==> src/rtl/z80_bus_sequencer.sv <==
// rtl/z80_bus_sequencer.sv - registered T-state bus sequencer with fixed-priority arbitration
module z80_bus_sequencer #(
    parameter int MAX_WAIT = 15
) (
    input  logic        i_clk,
    input  logic        i_rst_n,
    input  logic        i_if_req,
    input  logic        i_rd_req,
    input  logic        i_in_req,
    input  logic        i_wr_req,
    input  logic        i_out_req,
    input  logic [15:0] i_if_addr,
    input  logic [15:0] i_rd_addr,
    input  logic [15:0] i_in_addr,
    input  logic [15:0] i_wr_addr,
    input  logic [15:0] i_out_addr,
    input  logic [7:0]  i_wr_data,
    input  logic [7:0]  i_out_data,
    output logic        o_if_ack,
    output logic        o_rd_ack,
    output logic        o_in_ack,
    output logic        o_wr_ack,
    output logic        o_out_ack,
    output logic [7:0]  o_rdata,
    output logic        o_bus_err,
    output logic        o_busy,
    input  logic [7:0]  i_data_input,
    input  logic        i_wait_n,
    output logic [15:0] o_address,
    output logic        o_m1,
    output logic        o_mreq,
    output logic        o_iorq,
    output logic        o_rd,
    output logic        o_wr,
    output logic [7:0]  o_data_output,
    output logic        o_data_oe
);

    typedef enum logic [2:0] {
        ST_IDLE,
        ST_T1,
        ST_T2,
        ST_TWA,
        ST_TW,
        ST_T3
    } state_t;

    // requester indices; also the bit positions of the ack vector
    localparam logic [2:0] SEL_IF  = 3'd0;
    localparam logic [2:0] SEL_RD  = 3'd1;
    localparam logic [2:0] SEL_IN  = 3'd2;
    localparam logic [2:0] SEL_WR  = 3'd3;
    localparam logic [2:0] SEL_OUT = 3'd4;

    state_t      r_state;
    logic [2:0]  r_sel;
    logic [7:0]  r_wait_cnt;
    logic        r_timeout;
    logic [4:0]  r_ack;
    logic        r_bus_err;
    logic        r_busy;
    logic [7:0]  r_rdata;
    logic [15:0] r_address;
    logic        r_m1;
    logic        r_mreq;
    logic        r_iorq;
    logic        r_rd;
    logic        r_wr;
    logic [7:0]  r_data_output;
    logic        r_data_oe;

    logic [4:0]  w_req;
    logic        w_gnt;
    logic [2:0]  w_gnt_sel;
    logic [15:0] w_gnt_addr;
    logic [7:0]  w_gnt_data;
    logic        w_gnt_wr;
    logic        w_is_io;
    logic        w_is_wr;

    // a requester whose ack is showing this cycle is excluded from arbitration
    assign w_req = {i_out_req, i_wr_req, i_in_req, i_rd_req, i_if_req} & ~r_ack;

    assign w_is_io  = (r_sel == SEL_IN) || (r_sel == SEL_OUT);
    assign w_is_wr  = (r_sel == SEL_WR) || (r_sel == SEL_OUT);
    assign w_gnt_wr = (w_gnt_sel == SEL_WR) || (w_gnt_sel == SEL_OUT);

    // fixed-priority grant: wr > out > rd > in > if
    always_comb begin
        w_gnt      = 1'b1;
        w_gnt_sel  = SEL_IF;
        w_gnt_addr = i_if_addr;
        w_gnt_data = 8'h00;
        if (w_req[SEL_WR]) begin
            w_gnt_sel  = SEL_WR;
            w_gnt_addr = i_wr_addr;
            w_gnt_data = i_wr_data;
        end else if (w_req[SEL_OUT]) begin
            w_gnt_sel  = SEL_OUT;
            w_gnt_addr = i_out_addr;
            w_gnt_data = i_out_data;
        end else if (w_req[SEL_RD]) begin
            w_gnt_sel  = SEL_RD;
            w_gnt_addr = i_rd_addr;
        end else if (w_req[SEL_IN]) begin
            w_gnt_sel  = SEL_IN;
            w_gnt_addr = i_in_addr;
        end else if (!w_req[SEL_IF]) begin
            w_gnt      = 1'b0;
            w_gnt_addr = 16'h0000;
        end
    end

    // bus cycle state machine; every bus output is registered for the state being entered
    always_ff @(posedge i_clk or negedge i_rst_n) begin
        if (!i_rst_n) begin
            r_state       <= ST_IDLE;
            r_sel         <= SEL_IF;
            r_wait_cnt    <= 8'd0;
            r_timeout     <= 1'b0;
            r_ack         <= 5'b0;
            r_bus_err     <= 1'b0;
            r_busy        <= 1'b0;
            r_rdata       <= 8'h00;
            r_address     <= 16'h0000;
            r_m1          <= 1'b1;
            r_mreq        <= 1'b1;
            r_iorq        <= 1'b1;
            r_rd          <= 1'b1;
            r_wr          <= 1'b1;
            r_data_output <= 8'h00;
            r_data_oe     <= 1'b0;
        end else begin
            r_ack     <= 5'b0;
            r_bus_err <= 1'b0;
            case (r_state)
                ST_IDLE: begin
                    if (w_gnt) begin
                        r_state       <= ST_T1;
                        r_sel         <= w_gnt_sel;
                        r_address     <= w_gnt_addr;
                        r_data_output <= w_gnt_data;
                        r_data_oe     <= w_gnt_wr;
                        r_m1          <= (w_gnt_sel != SEL_IF);
                        r_busy        <= 1'b1;
                        r_wait_cnt    <= 8'd0;
                        r_timeout     <= 1'b0;
                    end
                end
                ST_T1: begin
                    r_state <= ST_T2;
                    r_mreq  <= w_is_io;
                    r_iorq  <= !w_is_io;
                    r_rd    <= w_is_wr;
                    r_wr    <= !w_is_wr;
                end
                ST_T2: begin
                    if (w_is_io)       r_state <= ST_TWA;
                    else if (!i_wait_n) r_state <= ST_TW;
                    else               r_state <= ST_T3;
                end
                ST_TWA: begin
                    r_state <= i_wait_n ? ST_T3 : ST_TW;
                end
                ST_TW: begin
                    r_wait_cnt <= r_wait_cnt + 8'd1;
                    if (!i_wait_n && (r_wait_cnt < 8'(MAX_WAIT))) begin
                        r_state <= ST_TW;
                    end else begin
                        r_state   <= ST_T3;
                        r_timeout <= !i_wait_n;
                    end
                end
                ST_T3: begin
                    r_state       <= ST_IDLE;
                    r_ack         <= 5'd1 << r_sel;
                    r_bus_err     <= r_timeout;
                    if (!w_is_wr) r_rdata <= r_timeout ? 8'hFF : i_data_input;
                    r_busy        <= 1'b0;
                    r_address     <= 16'h0000;
                    r_m1          <= 1'b1;
                    r_mreq        <= 1'b1;
                    r_iorq        <= 1'b1;
                    r_rd          <= 1'b1;
                    r_wr          <= 1'b1;
                    r_data_oe     <= 1'b0;
                end
                default: r_state <= ST_IDLE;
            endcase
        end
    end

    assign o_if_ack      = r_ack[SEL_IF];
    assign o_rd_ack      = r_ack[SEL_RD];
    assign o_in_ack      = r_ack[SEL_IN];
    assign o_wr_ack      = r_ack[SEL_WR];
    assign o_out_ack     = r_ack[SEL_OUT];
    assign o_rdata       = r_rdata;
    assign o_bus_err     = r_bus_err;
    assign o_busy        = r_busy;
    assign o_address     = r_address;
    assign o_m1          = r_m1;
    assign o_mreq        = r_mreq;
    assign o_iorq        = r_iorq;
    assign o_rd          = r_rd;
    assign o_wr          = r_wr;
    assign o_data_output = r_data_output;
    assign o_data_oe     = r_data_oe;

endmodule

==> config.mk <==
export PLATFORM = sky130hd
export DESIGN_NAME = z80_bus_sequencer
export DESIGN_NICKNAME = d
export VERILOG_FILES = /design/src/rtl/z80_bus_sequencer.sv
export SDC_FILE = /design/constraint.sdc
export NUM_CORES = 1
export LEC_CHECK = 0
export ABC_AREA = 0
export CAP_MARGIN = 20
export CORE_ASPECT_RATIO = 0.8
export CORE_UTILIZATION = 46
export DETAILED_ROUTE_END_ITERATION = 16
export GPL_TIMING_DRIVEN = 0
export PLACE_DENSITY = 0.95
export SLEW_MARGIN = 20
export SYNTH_ARGS = -nofsm -noshare
export SYNTH_HDL_FRONTEND = slang
export SYNTH_SLANG_ARGS = --single-unit
==> constraint.sdc <==
create_clock -name i_clk -period 3.7 [get_ports i_clk]
set_clock_uncertainty 0.15 [all_clocks]
set_input_delay 0.555 -clock i_clk [delete_from_list [all_inputs] [get_ports i_clk]]
set_output_delay 0.555 -clock i_clk [all_outputs]
set_load 0.05 [all_outputs]
; After elaboration in Yosys (flattened, before gate mapping)
; Cells that the tools add are included.
; W data, S select, Z words.
[totals]
reg_bits = 60
inputBits = 112
out_inout_bits = 45
[op_classes]
add_sub_neg = 1
order_cmp = 1
eq_ne = 12
shifts = 1
n_mux = 41
bitwise_logic = 3
reduce_logical = 17
[op_table]
columns = operator, count
row1 = $mux W16, 6
row2 = $mux W8, 4
row3 = $pmux W16 S2, 1
row4 = $pmux W1 S2, 8
row5 = $pmux W8 S2, 1
row6 = $eq A3 B2 Y1 const B, 5
row7 = $pmux W3 S5, 1
row8 = $mux W1, 13
row9 = $eq A3 B3 Y1 const B, 4
row10 = $mux W3, 4
row11 = $add A8 B1 Y8 const B, 1
row12 = $lt A8 B4 Y1 const B, 1
row13 = $reduce_and A2 Y1, 4
row14 = $reduce_bool A2 Y1, 3
row15 = $and A5 B5 Y5, 1
row16 = $mux W5, 1
row17 = $not A5 Y5, 1
row18 = $shl A1 B3 Y5 const A, 1
row19 = $mux W2, 2
row20 = $ne A2 B2 Y1 const B, 2
row21 = $eq A3 B1 Y1 const B, 1
row22 = $logic_not A1 Y1, 3
row23 = $logic_not A3 Y1, 1
row24 = $logic_or A1 B1 Y1, 3
row25 = other kinds (4), 4

; Longest topological paths before layout
; Gate-level depths: netlist of the first run.
[depth]
ltp_word = 10
mapped_depth = 7
depth_no_buf = 5

; Least setup slack after synthesis of the first run
; Ideal clock, no wire load.
[synth_path]
kind = flip-flop to flip-flop
startpoint = reg r_ack[4]
endpoint = reg r_data_output[5] (netlist: o_data_output[5])
arrival_ns = 1.856
required_time_ns = 3.425
setup_slack_ns = 1.569
stages_incl_launch_ff = 7
synth_period_minus_slack_ns = 2.131
cell_sequence = dfrtp_1 > buf_2 > nor2b_2 > nor4_4 > a21oi_4 > buf_6 > mux2_4
[synth_between]
elab_chain_len = 5
word_cells_on_any_way = 7
classes_between = mux (4) / bitwise (2) / reduce/logical (1)
[synth_lines]
columns = element, line_no
row1 = "start, declared", 59  ; logic [4:0] r_ack;
row2 = "start signal, assigned", 176  ; r_ack <= 5'd1 << r_sel;
row3 = $not A5 Y5 (*), 82  ; assign w_req = {i_out_req, i_wr_req, i_in_req, i_rd_req, i_if_req} & ~r_ack;
row4 = $and A5 B5 Y5 (*), 82
row5 = $mux W1, 98  ; end else if (w_req[SEL_OUT]) begin
row6 = $mux W1, 94  ; if (w_req[SEL_WR]) begin
row7 = $reduce_and A2 Y1 (no source line), n/a
row8 = "end signal, assigned", 142  ; r_data_output <= w_gnt_data;
row9 = "end, declared", 69  ; logic [7:0] r_data_output;
; Mark *: on every way between the ends. The rest lies on a longest branch, timed or not.
; A chain may end at the register's enable or synchronous reset.

; Worst setup path after layout of the first run
[layout_path]
startpoint = in i_out_req
endpoint = reg r_address[7] (netlist: o_address[7])
[layout_between]
elab_chain_len = 5
word_cells_on_any_way = 9
classes_between = eq/ne (1) / mux (6) / bitwise (1) / reduce/logical (1)
[layout_lines]
columns = element, line_no
row1 = "start, declared", 11  ; input logic i_out_req,
row2 = $and A5 B5 Y5 (*), 82
row3 = $mux W16 or $mux W1 (tied branches), 98
row4 = $mux W16 or $mux W1 (tied branches), 94
row5 = $mux W16 or $ne A2 B2 Y1 (tied branches), n/a
row6 = $pmux W16 S2 or $reduce_and A2 Y1 (tied branches), n/a
row7 = "end signal, assigned", 141  ; r_address <= w_gnt_addr;
row8 = "end, declared", 63  ; logic [15:0] r_address;
; Mark *: on every way between the ends. The rest lies on a longest branch, timed or not. The select of a mux whose other input is x is not followed.

==> qor.yml, run 1 <==
final_nets: 656
power_frac_seq_pct: 27.5
worst_pin_slew_ns: 0.772
portBuffers: 156
area_growth_pct: 52.3
numCtsBuffers: 9
cp_slowest_stage_delay_ns: 0.62
final_area_um2: 5500
syn_area_um2: 3610
placed_area_um2: 5300
grt_max_degree: 61
max-slew-margin-rel_pct: 48.6
root_buffer: "clkbuf_8"
synth-async-reset-ratio_pct: 100
worstPathArrival_ns: 2.68
ys_ff_latch: 60
synth_cell_types: 54
drive_gt1_share_pct: 10.2
drc: 0
dr.pass1.iters: 5
crit_type: "primary input to flip-flop"
antenna_cells: 0
num_rows: 28
synth_cells: 376
slew_violations: 0
die_x_um: 101
setup_viol: 0
outcome: "finished clean"
cts_resized: 0
synth_nets: 489
initial_core_util_pct: 48.1
p_leak_uw: 0.00231
worst_ir_drop_vdd_mv: 0.620
rr_worst_depth: 7
pwr-share-comb_pct: 57.5
cts_tree: "built"
insertion_delay_ns: 0.35
synth-seq-area-share_pct: 41.8
yosys.area.top_type_share_pct: 38.1
grtUsageTotal_pct: 32.0
htreeDepth: 3
swShare_pct: 47.5
pin_count: 157
crit_fanout: 10
rsz0062_at_grt: "false"
internal_power_uw: 2140
ys.flop_type: "dfrtp_1"
vias_per_cell: 5.74
ys_warn_count: 0
die_h_um: 81.2
utilization_pct: 73.3
vias: 3747
grt_overflow: 0
power.share.clock_pct: 15.0
cts_setup_buffers: 0
rr_endpoint: "o_address[9]"
maxCapViolCount: 0
antenna_found_initial: 0
switching_power_uw: 1930
p_per_area_nw_per_um2: 740
crit_chain: "clkdlybuf4s50_1 -> nand2b_1 -> buf_4 -> buf_1 -> a211oi_1 -> o32ai_1 -> mux2i_1"
r2r_start: "r_ack[4]"
max_freq_mhz: 393
crit_path_start: "i_out_req"
synth_top_area_cell: "dfrtp_1"
hold_class: "primary input to asynchronous set/reset pin"
fin_crit_ns: 2.55
first_iter_violations: 246
ant_nets: 0
yosysMostFrequentCell: "dfrtp_1"
setup_tns_ns: 0
holdBufCountCts: 0
wl_um: 12600
avgSynthCellArea_um2: 9.60
grt_pass1_wl_um: 19500
yosys-top-cells-count: "55 x dfrtp_1, 34 x nand2_1, 31 x and2_1, 31 x nor3b_1, 19 x nor2_1"
required_ns: 3.83
clk_pin_slew_worst_paths_ns: 0.08
fp.dieArea_um2: 8210
critPathSlowestCell: "clkdlybuf4s50_1"
core_um2: 7500
dp_hpwl_um: 9710
synth_area_leaders: "dfrtp_1 38%, nor3b_1 6.4%, and2_1 5.4%"
clock_sinks: 60
synth_edf_count: 0
routedWlPerCell_um: 19.3
gp_congestion: 0.947
finalCritPeriodShare_pct: 68.8
end_kind: "flip-flop"
reg2reg_slack_ns: 1.35
crit_path_start_kind: "primary input"
hold_viol_final: 0
cts_buffer_depth: 2
grt_pass1_vias: 3726
==> power groups by stage <==
stage | Sequential (µW) | Combinational, µW | Clock [µW]
after detailed placement | 1120 | 2330 | 0
after CTS | 1120 | 2330 | 609
final | 1120 | 2340 | 609
after floorplan | 1810 | 828 | 0
after global routing | 1150 | 2480 | 641
after global placement | 1100 | 2250 | 0
==> flip-flops by register name, summed over array words and instances (netlist names) <==
signal         cells
o_busy             1
r_ack              5
o_data_output      8
r_timeout          1
r_sel              3
o_wr               1
o_rd               1
o_address         16
r_wait_cnt         8
o_iorq             1
o_data_oe          1
r_state            3
o_rdata            8
o_m1               1
o_mreq             1
o_bus_err          1
==> cells in the final DEF, fill, tap and decap left out, types with 4 or more instances in the layout <==
master and n:
clkdlybuf4s50_1 155, dfrtp_1 55, nand2_1 34, and2_1 31, nor3b_1 31, nor2_1 19, mux2i_1 18, and3_1 17
a211oi_1 17, o32ai_1 15, clkbuf_1 13, o21ai_0 12, a21oi_1 11, clkbuf_8 9, a22o_1 8, mux2_2 7
nor3_1 6, buf_2 5, buf_1 5, nand2b_1 5, o21a_1 5, dfstp_2 5, buf_6 4, nor2b_1 4
buf_4 4
==> cell families (layout without fill, tap and decap cells) <==
kind of cell,after synthesis,after routing,synth area share (%)
flip-flops,60,60,41.8
AO/OA/AOI/OAI,87,87,17.7
adder cells (fa/ha/maj),1,1,0.347
AND/OR/NAND/NOR,166,166,26.9
multiplexers,27,27,8.01
XOR/XNOR,2,2,0.485
buffers and inverters,33,205,4.75
==> metal layers <==
layer | up-vias | GRT usage, % | routed length (µm) | part of all wire, %
met5 | - | 0 | 0 | 0
met4 | 0 | 12.2 | 376 | 3.0
met3 | 33 | 6.02 | 729 | 5.8
met2 | 165 | 53.1 | 5930 | 47
met1 | 1843 | 41.6 | 5530 | 44
li1 | 1706 | - | - | -
==> worst max-delay path by stage <==
| stage | endpoint | slack (ns) | depth (start not counted) |
|---|---|---|---|
| global placement | o_data_output[3] | 0.13 | 1 |
| global route | o_data_output[5] | 1.08 | 6 |
| finish | o_address[7] | 1.15 | 7 |
| detailed placement | o_data_output[5] | 0.83 | 6 |
| CTS | o_data_output[5] | 1.20 | 6 |
| floorplan | o_data_output[5] | 1.57 | 6 |
==> final cells by class <==
cell class	count	area, µm²
Buffer	30	160
Clock buffer	9	124
Clock inverter	7	75.1
Fill cell	573	2000
Inverter	3	11.3
Multi-Input combinational cell	283	1930
Sequential cell	60	1510
Tap cell	105	131
Timing Repair Buffer	156	1560
==> worst max-delay path, delay by kind of cell <==
family          cells  cell delay (ns)
mux                 1             0.16
simple gates        1             0.14
buf+inv             3             1.07
compound gates      2             0.75
==> stage by stage <==
| step | std cells | hold slack [ns] | total power [µW] | setup WS, ns |
|---|---|---|---|---|
| finish | 653 | 0.102 | 4070 | 1.15 |
| global route | 653 | 0.180 | 4270 | 1.08 |
| CTS | 653 | 0.149 | 4060 | 1.20 |
| detailed placement | 637 | 0.323 | 3450 | 0.829 |
| global placement | 637 | 0.316 | 3350 | 0.130 |
| floorplan | 376 | 0.109 | 2630 | 1.57 |
(Power assumes the default switching activity.)
==> run 2, diff against run 1 <==
--- a/config.mk
+++ b/config.mk
@@ -8,10 +8,10 @@
 export ABC_AREA = 0
 export CAP_MARGIN = 20
 export CORE_ASPECT_RATIO = 0.8
-export CORE_UTILIZATION = 46
+export CORE_UTILIZATION = 43
 export DETAILED_ROUTE_END_ITERATION = 16
 export GPL_TIMING_DRIVEN = 0
-export PLACE_DENSITY = 0.95
+export PLACE_DENSITY = 0.92
 export SLEW_MARGIN = 20
 export SYNTH_ARGS = -nofsm -noshare
 export SYNTH_HDL_FRONTEND = slang
==> constraint.sdc (replaced) <==
create_clock -name i_clk -period 2.56 [get_ports i_clk]
set_clock_uncertainty 0.15 [all_clocks]
set_input_delay 0.384 -clock i_clk [delete_from_list [all_inputs] [get_ports i_clk]]
set_output_delay 0.384 -clock i_clk [all_outputs]
set_load 0.05 [all_outputs]
==> run 2 against run 1 <==
- setup slack lost 1.0 ns
- wire length up 0.16%
- sequential cell count unchanged
- cell count rose by 0.77%
- hold slack improved by 0.13 ns
- combinational power increased by 45%
- critical path depth fell by 1
- sequential share of layout area down 0.20 points
==> qor.yml, run 2 (same netlist as run 1, synthesis figures left out) <==
outcome: "finished clean"
crit_path_start_kind: "primary input"
critical_path_buf_inv_count: 2  # -1
power_frac_seq_pct: 27.3  # -0.2 points
gp_congestion: 0.950  # +0.24%
placed_area_um2: 5330  # +0.59%
first_iter_violations: 242  # -1.6%
max_freq_mhz: 416
grtUsageTotal_pct: 29.3  # -2.7 points
worst_pin_slew_ns: 0.786  # +0.0143 ns
pwr-share-comb_pct: 57.8  # +0.3 points
cts_tree: "built"
drc: 0  # unchanged
insertion_delay_ns: 0.35  # about the same
grt_overflow: 0  # unchanged
maxCapViolCount: 0  # unchanged
swShare_pct: 47.2  # -0.31 points
p_per_area_nw_per_um2: 1060  # +43%
numCtsBuffers: 9  # unchanged
p_leak_uw: 0.00232  # +0.22%
num_rows: 29  # +3.6%
crit_fanout: 10  # unchanged
pin_count: 157  # unchanged
switching_power_uw: 2760  # +43%
htreeDepth: 3  # unchanged
routedWlPerCell_um: 19.1  # -0.60%
final_nets: 658  # +0.30%
area_growth_pct: 53.5
reg2reg_slack_ns: 0.28  # -1.07 ns
worstPathArrival_ns: 2.49  # -0.19 ns
crit_type: "primary input to flip-flop"
crit_path_start: "i_in_req"
finalCritPeriodShare_pct: 94.0
cp_top_family: "simple AND/OR/NAND/NOR gates"
grt_pass1_wl_um: 19700  # +0.89%
largest_reg_flops: 16  # unchanged
cts_resized: 0  # unchanged
slew_violations: 0  # unchanged
grt_pass1_vias: 3768  # +1.1%
power.share.clock_pct: 14.8  # -0.2 points
fp.dieArea_um2: 8770  # +6.8%
crit_chain: "clkdlybuf4s50_1 -> nor2b_1 -> nor4_4 -> a21oi_4 -> buf_6 -> mux2_4"
vias: 3712  # -0.93%
rsz0062_at_grt: "false"
critPathSlowestCell: "nor2b_1"
end_kind: "flip-flop"
worstSetupPathDepth: 6  # -1
rr_worst_depth: 7  # unchanged
die_h_um: 84.0  # +3.3%
internal_power_uw: 3090  # +45%
die_x_um: 104  # +3.4%
worst_ir_drop_vdd_mv: 0.747  # +21%
n_fill_cell: 624  # +8.9%
antenna_found_initial: 1  # +1
hold_viol_final: 0  # unchanged
fin_crit_ns: 2.41
clock_sinks: 60  # unchanged
rr_endpoint: "o_address[8]"
regArea_um2: 1510  # unchanged
drive_gt1_share_pct: 10.4  # +0.14 points
dp_hpwl_um: 9590  # -1.2%
grt_max_degree: 60  # -1.6%
worst_hold_slack_ns: 0.232  # +0.130 ns
initial_core_util_pct: 45.0  # -3.1 points
required_ns: 2.64  # -1.19 ns
hold_class: "primary input to asynchronous set/reset pin"
r2r_start: "r_ack[4]"
root_buffer: "clkbuf_8"
max-slew-margin-rel_pct: 47.5  # -1.1 points
dr.pass1.iters: 5  # unchanged
ant_nets: 0  # unchanged
setup_viol: 0  # unchanged
most-common-layout-cells: "155 x clkdlybuf4s50_1, 55 x dfrtp_1, 34 x nand2_1, 31 x and2_1, 31 x nor3b_1"
wl_um: 12600  # +0.16%
clk_pin_slew_worst_paths_ns: 0.08  # about the same
antenna_cells: 0  # unchanged
worstSetupEndpoint: "o_data_output[5]"
layout_commonest_cell: "clkdlybuf4s50_1"
cts_buffer_depth: 2  # unchanged
portBuffers: 156  # unchanged
multi_input_area_um2: 1930  # unchanged
cp_slowest_stage_delay_ns: 0.64  # +0.02 ns
final_area_um2: 5540  # +0.75%
vias_per_cell: 5.64  # -1.7%
core_um2: 8020  # +7.0%
## run 2: changes by cell type in the layout (fill, tap and decap cells not counted), sizes merged
cell / change
dlygate4sd3: +1
buf: +1
clkinvlp: +3
clkinv: -3
## run 2: power groups by stage
stage	Combinational, µW	Clock [µW]	Sequential (µW)
3_3_place_gp	3260	0	1590
5_1_grt	3580	921	1650
6_report	3390	869	1600
3_5_place_dp	3360	0	1610
2_1_floorplan	1200	0	2610
4_1_cts	3380	875	1600
## run 2: what timing repair did
action	CTS	global route
hold buffers	1	0
endpoints found under the hold margin	55	0
setup endpoints to repair	0	0
buffers inserted	0	0
## run 2: how the worst min path moves through the flow
stage / endpoint / slack [ns] / depth (start not counted)
3_5_place_dp: o_address[12] / 0.04 / 1
5_1_grt: o_address[12] / 0.23 / 2
4_1_cts: o_address[12] / 0.22 / 2
6_report: o_address[12] / 0.23 / 2
2_1_floorplan: o_address[0] / -0.06 / 0
3_3_place_gp: o_rdata[2] / 0.32 / 2
## run 2: per-layer routing
layer / vias to the layer above / GRT usage [%] / wire, µm
li1: 1715 / - / -
met1: 1771 / 37.0 / 5290
met2: 191 / 47.7 / 5900
met3: 33 / 7.49 / 956
met4: 2 / 11.8 / 424
met5: - / 0 / 13
## run 2: final cells by class
| type | instances | share of cell area, % |
|---|---|---|
| well taps | 108 | 2.44 |
| clock inverters | 7 | 1.36 |
| clock buffers | 9 | 2.24 |
| inverters | 3 | 0.203 |
| repair buffers | 158 | 28.8 |
| multi-input cells | 283 | 34.8 |
| plain buffers | 30 | 2.89 |
| flip-flops and latches | 60 | 27.2 |
## run 2: through the flow
step	utilization [%]	setup TNS (ns)	power, µW	std cells	setup slack [ns]
finish	69.1	0	5850	658	0.154
global route	69.1	0	6150	658	0.0695
CTS	69.1	0	5850	658	0.201
detailed placement	66.5	-0.798	4980	641	-0.164
global placement	66.2	-49.66	4850	640	-0.885
floorplan	-	0	3810	376	0.429
==> run 3, diff against run 2 <==
--- a/config.mk
+++ b/config.mk
@@ -10,6 +10,7 @@
 export CORE_ASPECT_RATIO = 0.8
 export CORE_UTILIZATION = 43
 export DETAILED_ROUTE_END_ITERATION = 16
+export GPL_ROUTABILITY_DRIVEN = 1
 export GPL_TIMING_DRIVEN = 0
 export PLACE_DENSITY = 0.92
 export SLEW_MARGIN = 20
==> results of run 3 <==
No change in the layout: final DEF, timing and power equal those of run 2.
